File: src/rtl/mem_pkg.sv
// Shared widths and FSM encoding for the burst reader and its stream buffer.
package mem_pkg;

    localparam int DATA_W    = 32;
    localparam int ADDR_W    = 32;
    localparam int MEM_DEPTH = 256;
    localparam int LEN_W     = 9;

    typedef enum logic [1:0] {
        IDLE  = 2'd0,
        ISSUE = 2'd1,
        DRAIN = 2'd2,
        FIN   = 2'd3
    } state_t;

endpackage

File: src/rtl/sync_fifo.sv
// Show-ahead synchronous FIFO: the head entry is always visible on rdata while not empty.
module sync_fifo #(
    parameter int WIDTH = 32,
    parameter int DEPTH = 4
) (
    input  logic                     clk,
    input  logic                     rst,
    input  logic                     push,
    input  logic                     pop,
    input  logic [WIDTH-1:0]         wdata,
    output logic [WIDTH-1:0]         rdata,
    output logic                     full,
    output logic                     empty,
    output logic [$clog2(DEPTH):0]   count
);

    localparam int PTR_W = $clog2(DEPTH);
    localparam int CNT_W = PTR_W + 1;

    logic [WIDTH-1:0] mem_r [DEPTH];
    logic [PTR_W-1:0] wr_ptr_r;
    logic [PTR_W-1:0] rd_ptr_r;
    logic [CNT_W-1:0] count_r;
    logic             do_push_s;
    logic             do_pop_s;

    // Qualify requests; a push into a full FIFO is only taken alongside a pop.
    always_comb begin
        empty     = (count_r == {CNT_W{1'b0}});
        full      = (count_r == CNT_W'(DEPTH));
        do_pop_s  = pop && !empty;
        do_push_s = push && (!full || do_pop_s);
        count     = count_r;
        if (empty) begin
            rdata = {WIDTH{1'b0}};
        end else begin
            rdata = mem_r[rd_ptr_r];
        end
    end

    // Storage array, written on accepted pushes.
    always_ff @(posedge clk) begin
        if (do_push_s) begin
            mem_r[wr_ptr_r] <= wdata;
        end
    end

    // Pointers and occupancy; simultaneous push and pop leave the count unchanged.
    always_ff @(posedge clk or posedge rst) begin
        if (rst) begin
            wr_ptr_r <= {PTR_W{1'b0}};
            rd_ptr_r <= {PTR_W{1'b0}};
            count_r  <= {CNT_W{1'b0}};
        end else begin
            if (do_push_s) begin
                wr_ptr_r <= wr_ptr_r + PTR_W'(1);
            end
            if (do_pop_s) begin
                rd_ptr_r <= rd_ptr_r + PTR_W'(1);
            end
            case ({do_push_s, do_pop_s})
                2'b10:   count_r <= count_r + CNT_W'(1);
                2'b01:   count_r <= count_r - CNT_W'(1);
                default: count_r <= count_r;
            endcase
        end
    end

endmodule

File: src/rtl/mem_burst_reader.sv
// Reads a burst of consecutive memory words and streams them out through a credit-limited buffer.
module mem_burst_reader #(
    parameter int DATA_W     = mem_pkg::DATA_W,
    parameter int ADDR_W     = mem_pkg::ADDR_W,
    parameter int MEM_DEPTH  = mem_pkg::MEM_DEPTH,
    parameter int FIFO_DEPTH = 4
) (
    input  logic              clk,
    input  logic              rst,
    input  logic              start,
    input  logic [ADDR_W-1:0] base_addr,
    input  logic [8:0]        len,
    output logic              busy,
    output logic              done,
    output logic              err,
    output logic              mem_rd_req,
    output logic [ADDR_W-1:0] mem_rd_addr,
    input  logic [DATA_W-1:0] mem_data_in,
    output logic              out_valid,
    input  logic              out_ready,
    output logic [DATA_W-1:0] out_data,
    output logic              out_last
);

    import mem_pkg::*;

    localparam int              CNT_W     = $clog2(FIFO_DEPTH) + 1;
    localparam logic [ADDR_W:0] DEPTH_LIM = (ADDR_W + 1)'(MEM_DEPTH);

    state_t             state_r;
    state_t             state_nx_s;
    logic               busy_r;
    logic               done_r;
    logic               err_r;
    logic               rd_req_r;
    logic               push_r;
    logic [ADDR_W-1:0]  rd_addr_r;
    logic [LEN_W-1:0]   issue_left_r;
    logic [LEN_W-1:0]   out_left_r;

    logic [ADDR_W:0]    len_ext_s;
    logic [ADDR_W:0]    end_s;
    logic               legal_s;
    logic [CNT_W-1:0]   cnt_s;
    logic [CNT_W-1:0]   cnt_nx_s;
    logic [CNT_W:0]     occ_s;
    logic               space_s;
    logic               fifo_empty_s;
    logic               fifo_full_s;
    logic [DATA_W-1:0]  fifo_rdata_s;
    logic               pop_s;
    logic               out_last_s;
    logic               accept_s;
    logic               reject_s;
    logic               issue_more_s;

    sync_fifo #(
        .WIDTH (DATA_W),
        .DEPTH (FIFO_DEPTH)
    ) u_fifo (
        .clk   (clk),
        .rst   (rst),
        .push  (push_r),
        .pop   (pop_s),
        .wdata (mem_data_in),
        .rdata (fifo_rdata_s),
        .full  (fifo_full_s),
        .empty (fifo_empty_s),
        .count (cnt_s)
    );

    // Request legality and the occupancy the buffer will have next cycle, plus the read in flight.
    always_comb begin
        len_ext_s  = {{(ADDR_W + 1 - LEN_W){1'b0}}, len};
        end_s      = {1'b0, base_addr} + len_ext_s;
        legal_s    = (len != {LEN_W{1'b0}}) && (len_ext_s <= DEPTH_LIM) && (end_s <= DEPTH_LIM);
        pop_s      = !fifo_empty_s && out_ready;
        out_last_s = !fifo_empty_s && (out_left_r == LEN_W'(1));
        cnt_nx_s   = cnt_s + CNT_W'(push_r) - CNT_W'(pop_s);
        occ_s      = {1'b0, cnt_nx_s} + (CNT_W + 1)'(rd_req_r);
        space_s    = (occ_s < (CNT_W + 1)'(FIFO_DEPTH)) && !(fifo_full_s && !pop_s);
    end

    // State register with registered status flags derived from the next state.
    always_ff @(posedge clk or posedge rst) begin
        if (rst) begin
            state_r <= IDLE;
            busy_r  <= 1'b0;
            done_r  <= 1'b0;
        end else begin
            state_r <= state_nx_s;
            busy_r  <= (state_nx_s != IDLE);
            done_r  <= (state_nx_s == FIN);
        end
    end

    // Next-state logic.
    always_comb begin
        state_nx_s = state_r;
        case (state_r)
            IDLE: begin
                if (start && legal_s) begin
                    state_nx_s = ISSUE;
                end else begin
                    state_nx_s = IDLE;
                end
            end
            ISSUE: begin
                if (issue_left_r == {LEN_W{1'b0}}) begin
                    state_nx_s = DRAIN;
                end else begin
                    state_nx_s = ISSUE;
                end
            end
            DRAIN: begin
                if (pop_s && out_last_s) begin
                    state_nx_s = FIN;
                end else begin
                    state_nx_s = DRAIN;
                end
            end
            FIN:     state_nx_s = IDLE;
            default: state_nx_s = IDLE;
        endcase
    end

    // Per-state control decodes.
    always_comb begin
        accept_s     = 1'b0;
        reject_s     = 1'b0;
        issue_more_s = 1'b0;
        case (state_r)
            IDLE: begin
                accept_s = start && legal_s;
                reject_s = start && !legal_s;
            end
            ISSUE:   issue_more_s = (issue_left_r != {LEN_W{1'b0}}) && space_s;
            default: issue_more_s = 1'b0;
        endcase
    end

    // Read issue, address stepping, return-data tracking and word accounting.
    always_ff @(posedge clk or posedge rst) begin
        if (rst) begin
            rd_req_r     <= 1'b0;
            push_r       <= 1'b0;
            err_r        <= 1'b0;
            rd_addr_r    <= {ADDR_W{1'b0}};
            issue_left_r <= {LEN_W{1'b0}};
            out_left_r   <= {LEN_W{1'b0}};
        end else begin
            push_r <= rd_req_r;
            err_r  <= reject_s;
            if (accept_s) begin
                rd_req_r     <= 1'b1;
                rd_addr_r    <= base_addr;
                issue_left_r <= len - LEN_W'(1);
            end else if (issue_more_s) begin
                rd_req_r     <= 1'b1;
                rd_addr_r    <= rd_addr_r + ADDR_W'(1);
                issue_left_r <= issue_left_r - LEN_W'(1);
            end else begin
                rd_req_r     <= 1'b0;
            end
            if (accept_s) begin
                out_left_r <= len;
            end else if (pop_s && (out_left_r != {LEN_W{1'b0}})) begin
                out_left_r <= out_left_r - LEN_W'(1);
            end else begin
                out_left_r <= out_left_r;
            end
        end
    end

    assign busy        = busy_r;
    assign done        = done_r;
    assign err         = err_r;
    assign mem_rd_req  = rd_req_r;
    assign mem_rd_addr = rd_addr_r;
    assign out_valid   = !fifo_empty_s;
    assign out_data    = fifo_rdata_s;
    assign out_last    = out_last_s;

endmodule

File: config.mk
export PLATFORM = sky130hd
export DESIGN_NAME = mem_burst_reader
export DESIGN_NICKNAME = d
export VERILOG_FILES = /design/src/rtl/mem_pkg.sv /design/src/rtl/sync_fifo.sv /design/src/rtl/mem_burst_reader.sv
export SDC_FILE = /design/constraint.sdc
export NUM_CORES = 1
export LEC_CHECK = 0
export CELL_PAD_IN_SITES_DETAIL_PLACEMENT = 0
export CELL_PAD_IN_SITES_GLOBAL_PLACEMENT = 2
export CORE_MARGIN = 2
export CORE_UTILIZATION = 33
export CTS_CLUSTER_DIAMETER = 30
export DETAILED_ROUTE_END_ITERATION = 16
export MAX_ROUTING_LAYER = met4
export PLACE_DENSITY = 0.74
export SLEW_MARGIN = 10
export SYNTH_ARGS = -nofsm -noshare
export SYNTH_HDL_FRONTEND = slang
export SYNTH_SLANG_ARGS = --single-unit
File: constraint.sdc
create_clock -name clk -period 3.9 [get_ports clk]
set_input_delay 0.39 -clock clk [delete_from_list [all_inputs] [get_ports clk]]
set_output_delay 0.39 -clock clk [all_outputs]
set_load 0.005 [all_outputs]
==> results.toml, run 1 <==
[outcome]
status = "complete, no violations"

[drt]
drc_errors = 0
drtIter0Drc = 394
routedWlPerCell_um = 16.53
viasPerCell = 4.888
drt-pass1-iter-count = 5
via_count = 6696
postRouteAntennaNets = 0
wl_mm = 22.65

[sta]
tns_ns = 0
setup_viol = 0
fin_crit_ns = 3.718
finalMaxSlewViolations = 0
hold_viol = 0
max_freq_ghz = 0.2690
worstMarginPinSlew_ns = 0.8957
rsz0062_at_grt = "no"
skew_ns = 0.01784
fin_crit_sh_pct = 95.33
relSlewSlack_pct = 40.20
hold_ws_ns = 0.3898

[layout]
final_area_sq_mm = 0.01273
drive_gt1_share_pct = 18.26
area_delta_synth_final_pct = 32.98
num-fill-cells = 2693
fin_util_pct = 44.46
antenna_cells = 0
finalNonFillerCells = 1370
nNetsFinal = 1073

[min_path]
min_path_type = "input pin to flop"
worstHoldStart = "len[0]"
holdPathEnd = "issue_left_r[0]"
worstHoldPathCells = 3

[power_and_ir_drop]
p_per_area_mw_per_mm2 = 636.3
power_switching_w = 0.002664
p_leak_nw = 4.772
pwr-share-seq_pct = 37.7
p_sw_share_pct = 32.90
pwr-share-clk_pct = 21.5
p_int_w = 0.005434
ir_drop_uv = 401.9
pwr-share-comb_pct = 40.8

[synthesis]
yosys_warnings = 0
synth-main-ff-cell = "edfxtp_1"
synth_nets = 852
synth-adder-area-share_pct = 3.242
syn_avg_cell_area_sq_um = 12.73
syn_area_sq_mm = 0.009570
synth_cell_types = 68
async_reset_ff_share_pct = 33.33
synth-compound-area-share_pct = 7.910
muxShareOfSynthArea_pct = 8.890
synth_top_family_by_area = "simple AND/OR/NAND/NOR gates"
synth_edf_count = 128
synth_cells = 752
ys_ff_latch = 192
synth-simple-area-share_pct = 15.73
synth_xor_area_share_pct = 4.942
ys_seq_area_share_pct = 56.90

[clock_network]
cts_num_sinks = 192
htreeDepth = 4
root_buffer = "clkbuf_16"
clk_latency_ns = 0.43
cts_max_path_buffers = 2
cts_made_buffers = 17
cts.clk_slew.worst_paths_ns = 0.07
cts_tree = "done"

[setup_path]
critPathSlowestCell = "clkdlybuf4s50_1"
reg2reg_slack_ns = 0.31
critPathLaunchType = "input pin"
cpPeakStageDelay_ns = 0.43
r2r_start = "u_fifo.count[0]"
regToRegEndpoint = "issue_left_r[8]"
path_class = "input pin to flop"
ff2ff_path_depth = 17
cp.required_ns = 4.18
crit_top_cell = "nor2_1"
critPathCaptureType = "flop"
crit_path_cell_trace = "clkdlybuf4s50_1, ha_2, fa_2, a211oi_4, nor2_1, nor2_1, nor2_1, o41a_1, a2111oi_4, buf_4, nand4_4, mux2i_1, ha_2, nor3b_4, nand2_1, xnor2_1, nor2_1, a21oi_1"
crit_arrival_ns = 4.00
cp_max_fo = 4

[floorplanning]
num_rows = 62
top_level_ports = 147
start_util_pct = 33.43
dieWidth_um = 174.3
die_h_um = 174.3
core_sq_mm = 0.02863
die_area_sq_mm = 0.03038

[global_routing]
grt-ovfl-total = 0
grt_pass1_wl_mm = 36.06
antenna_found_initial = 0
grt_start_max_net_pins = 44
grt_pass1_vias = 6645
gr-usage-all-layers_pct = 15.49

[run]
maxCapViolations = 0

[place]
dp_hpwl_mm = 16.05
place_area_sq_mm = 0.01202
port_buffers = 146
placed_cells = 1335
gp_congestion = 0.8399
cell usage in the layout, fill, tap and decap left out, types with 5 or more instances in the layout:
| cell type | netlist | final |
|---|---|---|
| clkdlybuf4s50_1 | 0 | 145 |
| edfxtp_1 | 128 | 128 |
| buf_4 | 2 | 81 |
| dfrtp_1 | 64 | 63 |
| and2_1 | 57 | 57 |
| nand2_1 | 51 | 51 |
| nor2_1 | 53 | 51 |
| a21oi_1 | 39 | 38 |
| mux4_2 | 32 | 32 |
| xnor2_1 | 28 | 28 |
| xor2_1 | 26 | 26 |
| nand3_1 | 23 | 23 |
| inv_1 | 22 | 21 |
| nand4_1 | 19 | 19 |
| ha_1 | 20 | 18 |
| clkbuf_16 | 0 | 17 |
| and3_1 | 16 | 16 |
| nor3_1 | 14 | 13 |
| o21ai_0 | 10 | 10 |
| mux2i_1 | 10 | 10 |
| a31oi_1 | 8 | 8 |
| o211ai_1 | 7 | 7 |
| nor2b_1 | 7 | 7 |
| o21ai_1 | 6 | 6 |
| clkinv_8 | 0 | 6 |
| o21a_1 | 5 | 5 |
| o2111ai_1 | 5 | 5 |
| nor4_1 | 6 | 5 |
sequential cells by signal, indices dropped and copies added (netlist names):
name	count
done	1
u_fifo.wr_ptr_r	2
push_r	1
issue_left_r	9
mem_rd_addr	32
busy	1
state_r	2
out_left_r	9
mem_rd_req	1
u_fifo.mem_r	128
err	1
u_fifo.rd_ptr_r	2
u_fifo.count	3
power by group through the flow:
| stage | registers, W | logic [W] | clock network (W) |
|---|---|---|---|
| 2_1_floorplan | 0.00298 | 0.00187 | 0 |
| 3_3_place_gp | 0.00309 | 0.00328 | 0 |
| 4_1_cts | 0.00306 | 0.00331 | 0.00179 |
| 6_report | 0.00305 | 0.00331 | 0.00174 |
| 5_1_grt | 0.00312 | 0.00362 | 0.00186 |
| 3_5_place_dp | 0.00310 | 0.00330 | 0 |
area by class of cell:
cell class              instances  area (sq um)  area share, %
inverters                      22         82.58         0.6488
flip-flops and latches        192          5446          42.79
repair buffers                230          2132          16.75
well taps                     384         480.5          3.775
multi-input cells             510          3978          31.25
clock buffers                  17         425.4          3.343
clock inverters                15         182.7          1.435
cells by family after synthesis:
family,count (synthesis)
compound gates,112
xor+xnor,54
fa+ha+maj,23
buf+inv,50
flops,192
mux,44
simple gates,277
critical path: cells and delay by family:
kind	cells	cell delay, ns
compound gates	4	1.07
fa+ha+maj	3	0.82
simple gates	7	0.78
buf+inv	2	0.61
mux	1	0.19
xor+xnor	1	0.12
worst max path at each step:
stage	from	end	slack, ns	cells after the start
2_1_floorplan	base_addr[0]	issue_left_r[8]	0.10	17
3_3_place_gp	base_addr[0]	issue_left_r[6]	-0.49	17
3_5_place_dp	base_addr[0]	issue_left_r[6]	-0.48	17
4_1_cts	base_addr[0]	issue_left_r[8]	0.005	16
5_1_grt	base_addr[1]	issue_left_r[6]	0.02	17
6_report	base_addr[0]	issue_left_r[8]	0.18	18
synthesized netlist by cell type (3+ instances only):
cell | number | area (sq um)
or3_1 | 3 | 18.77
xor2_1 | 26 | 227.7
nand4_1 | 19 | 118.9
nor4_1 | 6 | 37.54
mux4_2 | 32 | 720.7
xnor2_1 | 28 | 245.2
buf_6 | 4 | 45.04
nand2_1 | 51 | 191.4
o21ai_1 | 6 | 30.03
buf_2 | 3 | 15.01
mux2i_1 | 10 | 100.1
and3_1 | 16 | 100.1
buf_1 | 4 | 15.01
o21ai_0 | 10 | 50.05
nand3_1 | 23 | 115.1
fa_1 | 3 | 60.06
inv_1 | 22 | 82.58
a21o_1 | 4 | 30.03
or2_2 | 3 | 18.77
nor2b_1 | 7 | 43.79
and4_1 | 4 | 35.03
dfrtp_1 | 64 | 1602
o2111ai_1 | 5 | 43.79
nor2_1 | 53 | 198.9
ha_1 | 20 | 250.2
o21a_1 | 5 | 37.54
or4_1 | 3 | 22.52
and2_1 | 57 | 356.6
clkbuf_1 | 15 | 56.30
a21oi_1 | 39 | 195.2
edfxtp_1 | 128 | 3844
nor3_1 | 14 | 70.07
o211ai_1 | 7 | 52.55
a31oi_1 | 8 | 50.05
nand2b_1 | 4 | 25.02
routing by layer:
| metal | part of all wire [%] | vias up | track usage [%] |
|---|---|---|---|
| met4 | 0.79 | 0 | 3.466 |
| met1 | 49 | 3253 | 21.50 |
| li1 | - | 3276 | - |
| met5 | 0 | - | - |
| met3 | 3.6 | 9 | 2.406 |
| met2 | 46 | 158 | 24.07 |
stage by stage:
step                setup slack [ns]  power, W
floorplan                     0.1016  0.004850
global placement             -0.4898  0.006364
detailed placement           -0.4802  0.006406
CTS                         0.004616  0.008160
global route                 0.01866  0.008602
finish                        0.1821  0.008098
what timing repair did:
item                                    in CTS  in global routing
pin swaps                                    2                 11
endpoints found under the setup margin       2                  7
hold buffers                                 0                  0
resized for setup                            2                 15
buffers inserted                             0                  3
No activity file was read; power rests on OpenSTA's default activity.
==> run 2: changes to the inputs <==
Settings changed: ABC_CLOCK_PERIOD_IN_PS set to 3900.
==> results of run 2 <==
No change in the layout: final DEF, timing and power equal those of run 1.
==> run 3: changes to the inputs <==
Settings changed: SETUP_SLACK_MARGIN set to 0.05.
==> results.toml, run 3 (synthesis results as in run 1) <==
[outcome]
status = "complete, no violations"

[clock_network]
cts_made_buffers = 17
cts_max_path_buffers = 2
root_buffer = "clkbuf_16"
clk_latency_ns = 0.43
cts_tree = "done"
cts.clk_slew.worst_paths_ns = 0.07
cts_hold_buf = 0
cts_num_sinks = 192
htreeDepth = 4

[setup_path]
crit_path_cell_trace = "clkdlybuf4s50_1, ha_1, nand4_1, buf_4, a21oi_1, a21oi_1, o41a_1, a2111oi_4, buf_4, nand4_4, mux2i_1, ha_2, nor3b_4, nand2_1, xnor2_1, nor2_1, a21oi_1"
cp_max_fo = 4
cp.required_ns = 4.18
critPathSlowestCell = "o41a_1"
crit_top_cell = "a21oi_1"
cpPeakStageDelay_ns = 0.47
r2r_start = "u_fifo.count[0]"
setup.worst_path.start = "base_addr[2]"
crit_arrival_ns = 3.94
critPathCaptureType = "flop"
crit_family = "compound AO/OA/AOI/OAI gates"
crit_buf_inv = 3
path_class = "input pin to flop"
critPathLaunchType = "input pin"

[drt]
drtIter0Drc = 384
viasPerCell = 4.891
wl_met1_mm = 11.18
wl_mm = 22.65
drc_errors = 0
postRouteAntennaNets = 0
via_count = 6705
dr_wl_met2_mm = 10.49
wl_met3_um = 777
routedWlPerCell_um = 16.52
highest_layer = "met4"
drt-pass1-iter-count = 4

[sta]
tns_ns = 0
skew_ns = 0.01829
relSlewSlack_pct = 40.08
max_freq_ghz = 0.2736
setup_viol = 0
fin_crit_ns = 3.655
rsz0062_at_grt = "no"
fin_crit_sh_pct = 93.72
hold_viol = 0
worstMarginPinSlew_ns = 0.8975
finalMaxSlewViolations = 0

[power_and_ir_drop]
p_int_w = 0.005439
ir_drop_uv = 404.8
p_sw_share_pct = 32.96
pwr-share-clk_pct = 21.4
pwr-share-seq_pct = 37.6
p_per_area_mw_per_mm2 = 634.7
power_switching_w = 0.002674
p_leak_nw = 4.801
pwr-share-comb_pct = 40.9

[layout]
mostFrequentLayoutCell = "clkdlybuf4s50_1"
area_delta_synth_final_pct = 33.56
nNetsFinal = 1073
drive_gt1_share_pct = 18.46
final_area_sq_mm = 0.01278
final_cell_mix = "142 x clkdlybuf4s50_1, 128 x edfxtp_1, 81 x buf_4"
num-fill-cells = 2685
largest_reg_flops = 128
top_register = "u_fifo.mem_r"

[place]
dp_hpwl_mm = 16.05
gp_congestion = 0.8399
place_area_sq_mm = 0.01202
port_buffers = 146

[floorplanning]
start_util_pct = 33.43
num_rows = 62
die_area_sq_mm = 0.03038
dieWidth_um = 174.3
die_h_um = 174.3
top_level_ports = 147
core_sq_mm = 0.02863

[run]
maxCapViolations = 0

[global_routing]
grt-ovfl-total = 0
grt_pass1_vias = 6659
grt_pass1_wl_mm = 36.14
antenna_found_initial = 0
gr-usage-all-layers_pct = 15.52
grt_start_max_net_pins = 44

[min_path]
min_path_type = "input pin to flop"
worstHoldStart = "len[0]"
-- run 3: cell types whose count changed in the layout (fill, tap and decap cells not counted), moves of 2 or more --
cell / previous run / this run
ha_4: 0 / 2
ha_1: 18 / 16
clkdlybuf4s50_1: 145 / 142
dlymetal6s2s_1: 1 / 4
-- run 3: repair_timing --
action | CTS | global route
gates resized for setup | 6 | 19
hold endpoints to repair | 0 | 0
buffers inserted | 0 | 3
endpoints found under the setup margin | 3 | 7
pin swaps | 2 | 13
-- run 3: worst min-delay path, cell delays in order --
cell            delay, ns
dlymetal6s2s_1       0.12
buf_4                0.18
mux2i_1              0.08
-- run 3: layer usage --
| metal | vias up | track usage [%] |
|---|---|---|
| li1 | 3275 | - |
| met1 | 3266 | 21.54 |
| met2 | 151 | 24.14 |
| met3 | 13 | 2.406 |
| met4 | 0 | 3.466 |
| met5 | - | - |
-- run 3: power groups by stage --
| stage | Clock (W) | Combinational [W] | Sequential (W) |
|---|---|---|---|
| final | 0.00174 | 0.00332 | 0.00305 |
| after global routing | 0.00186 | 0.00363 | 0.00312 |
| after CTS | 0.00179 | 0.00332 | 0.00306 |
| after detailed placement | 0 | 0.00330 | 0.00310 |
| after global placement | 0 | 0.00328 | 0.00309 |
| after floorplan | 0 | 0.00187 | 0.00298 |
-- run 3: worst paths after layout --
path | to | slack [ns] | cells after the start
worst max-delay path | issue_left_r[8] | 0.25 | 17
worst min-delay path | issue_left_r[0] | 0.39 | 3
worst max register to register | issue_left_r[8] | 0.35 | 17
worst min register to register | push_r | 0.44 | 0
max in group asynchronous | u_fifo.rd_ptr_r[0] | 2.56 | 3
min in group asynchronous | mem_rd_addr[19] | 0.46 | 2
-- run 3: area by class of cell --
| type | count | area (sq um) | area share (%) |
|---|---|---|---|
| Clock buffer | 17 | 425.4 | 3.328 |
| Multi-Input combinational cell | 510 | 4023 | 31.47 |
| Antenna cell | 1 | 2.502 | 0.01958 |
| Timing Repair Buffer | 230 | 2140 | 16.74 |
| Tap cell | 384 | 480.5 | 3.759 |
| Sequential cell | 192 | 5446 | 42.61 |
| Clock inverter | 15 | 182.7 | 1.429 |
| Inverter | 22 | 82.58 | 0.6460 |
-- run 3: through the flow --
| stage | hold slack, ns | util [%] | std cells | total power (W) | worst slack, ns |
|---|---|---|---|---|---|
| after floorplan | 0.4146 | - | 752 | 0.004850 | 0.1016 |
| after global placement | 0.4243 | 42.01 | 1335 | 0.006364 | -0.4898 |
| after detailed placement | 0.4297 | 42.01 | 1335 | 0.006406 | -0.4802 |
| after CTS | 0.4474 | 44.22 | 1367 | 0.008167 | 0.1119 |
| after global routing | 0.3833 | 44.65 | 1370 | 0.008611 | 0.05012 |
| final | 0.3873 | 44.65 | 1371 | 0.008113 | 0.2451 |
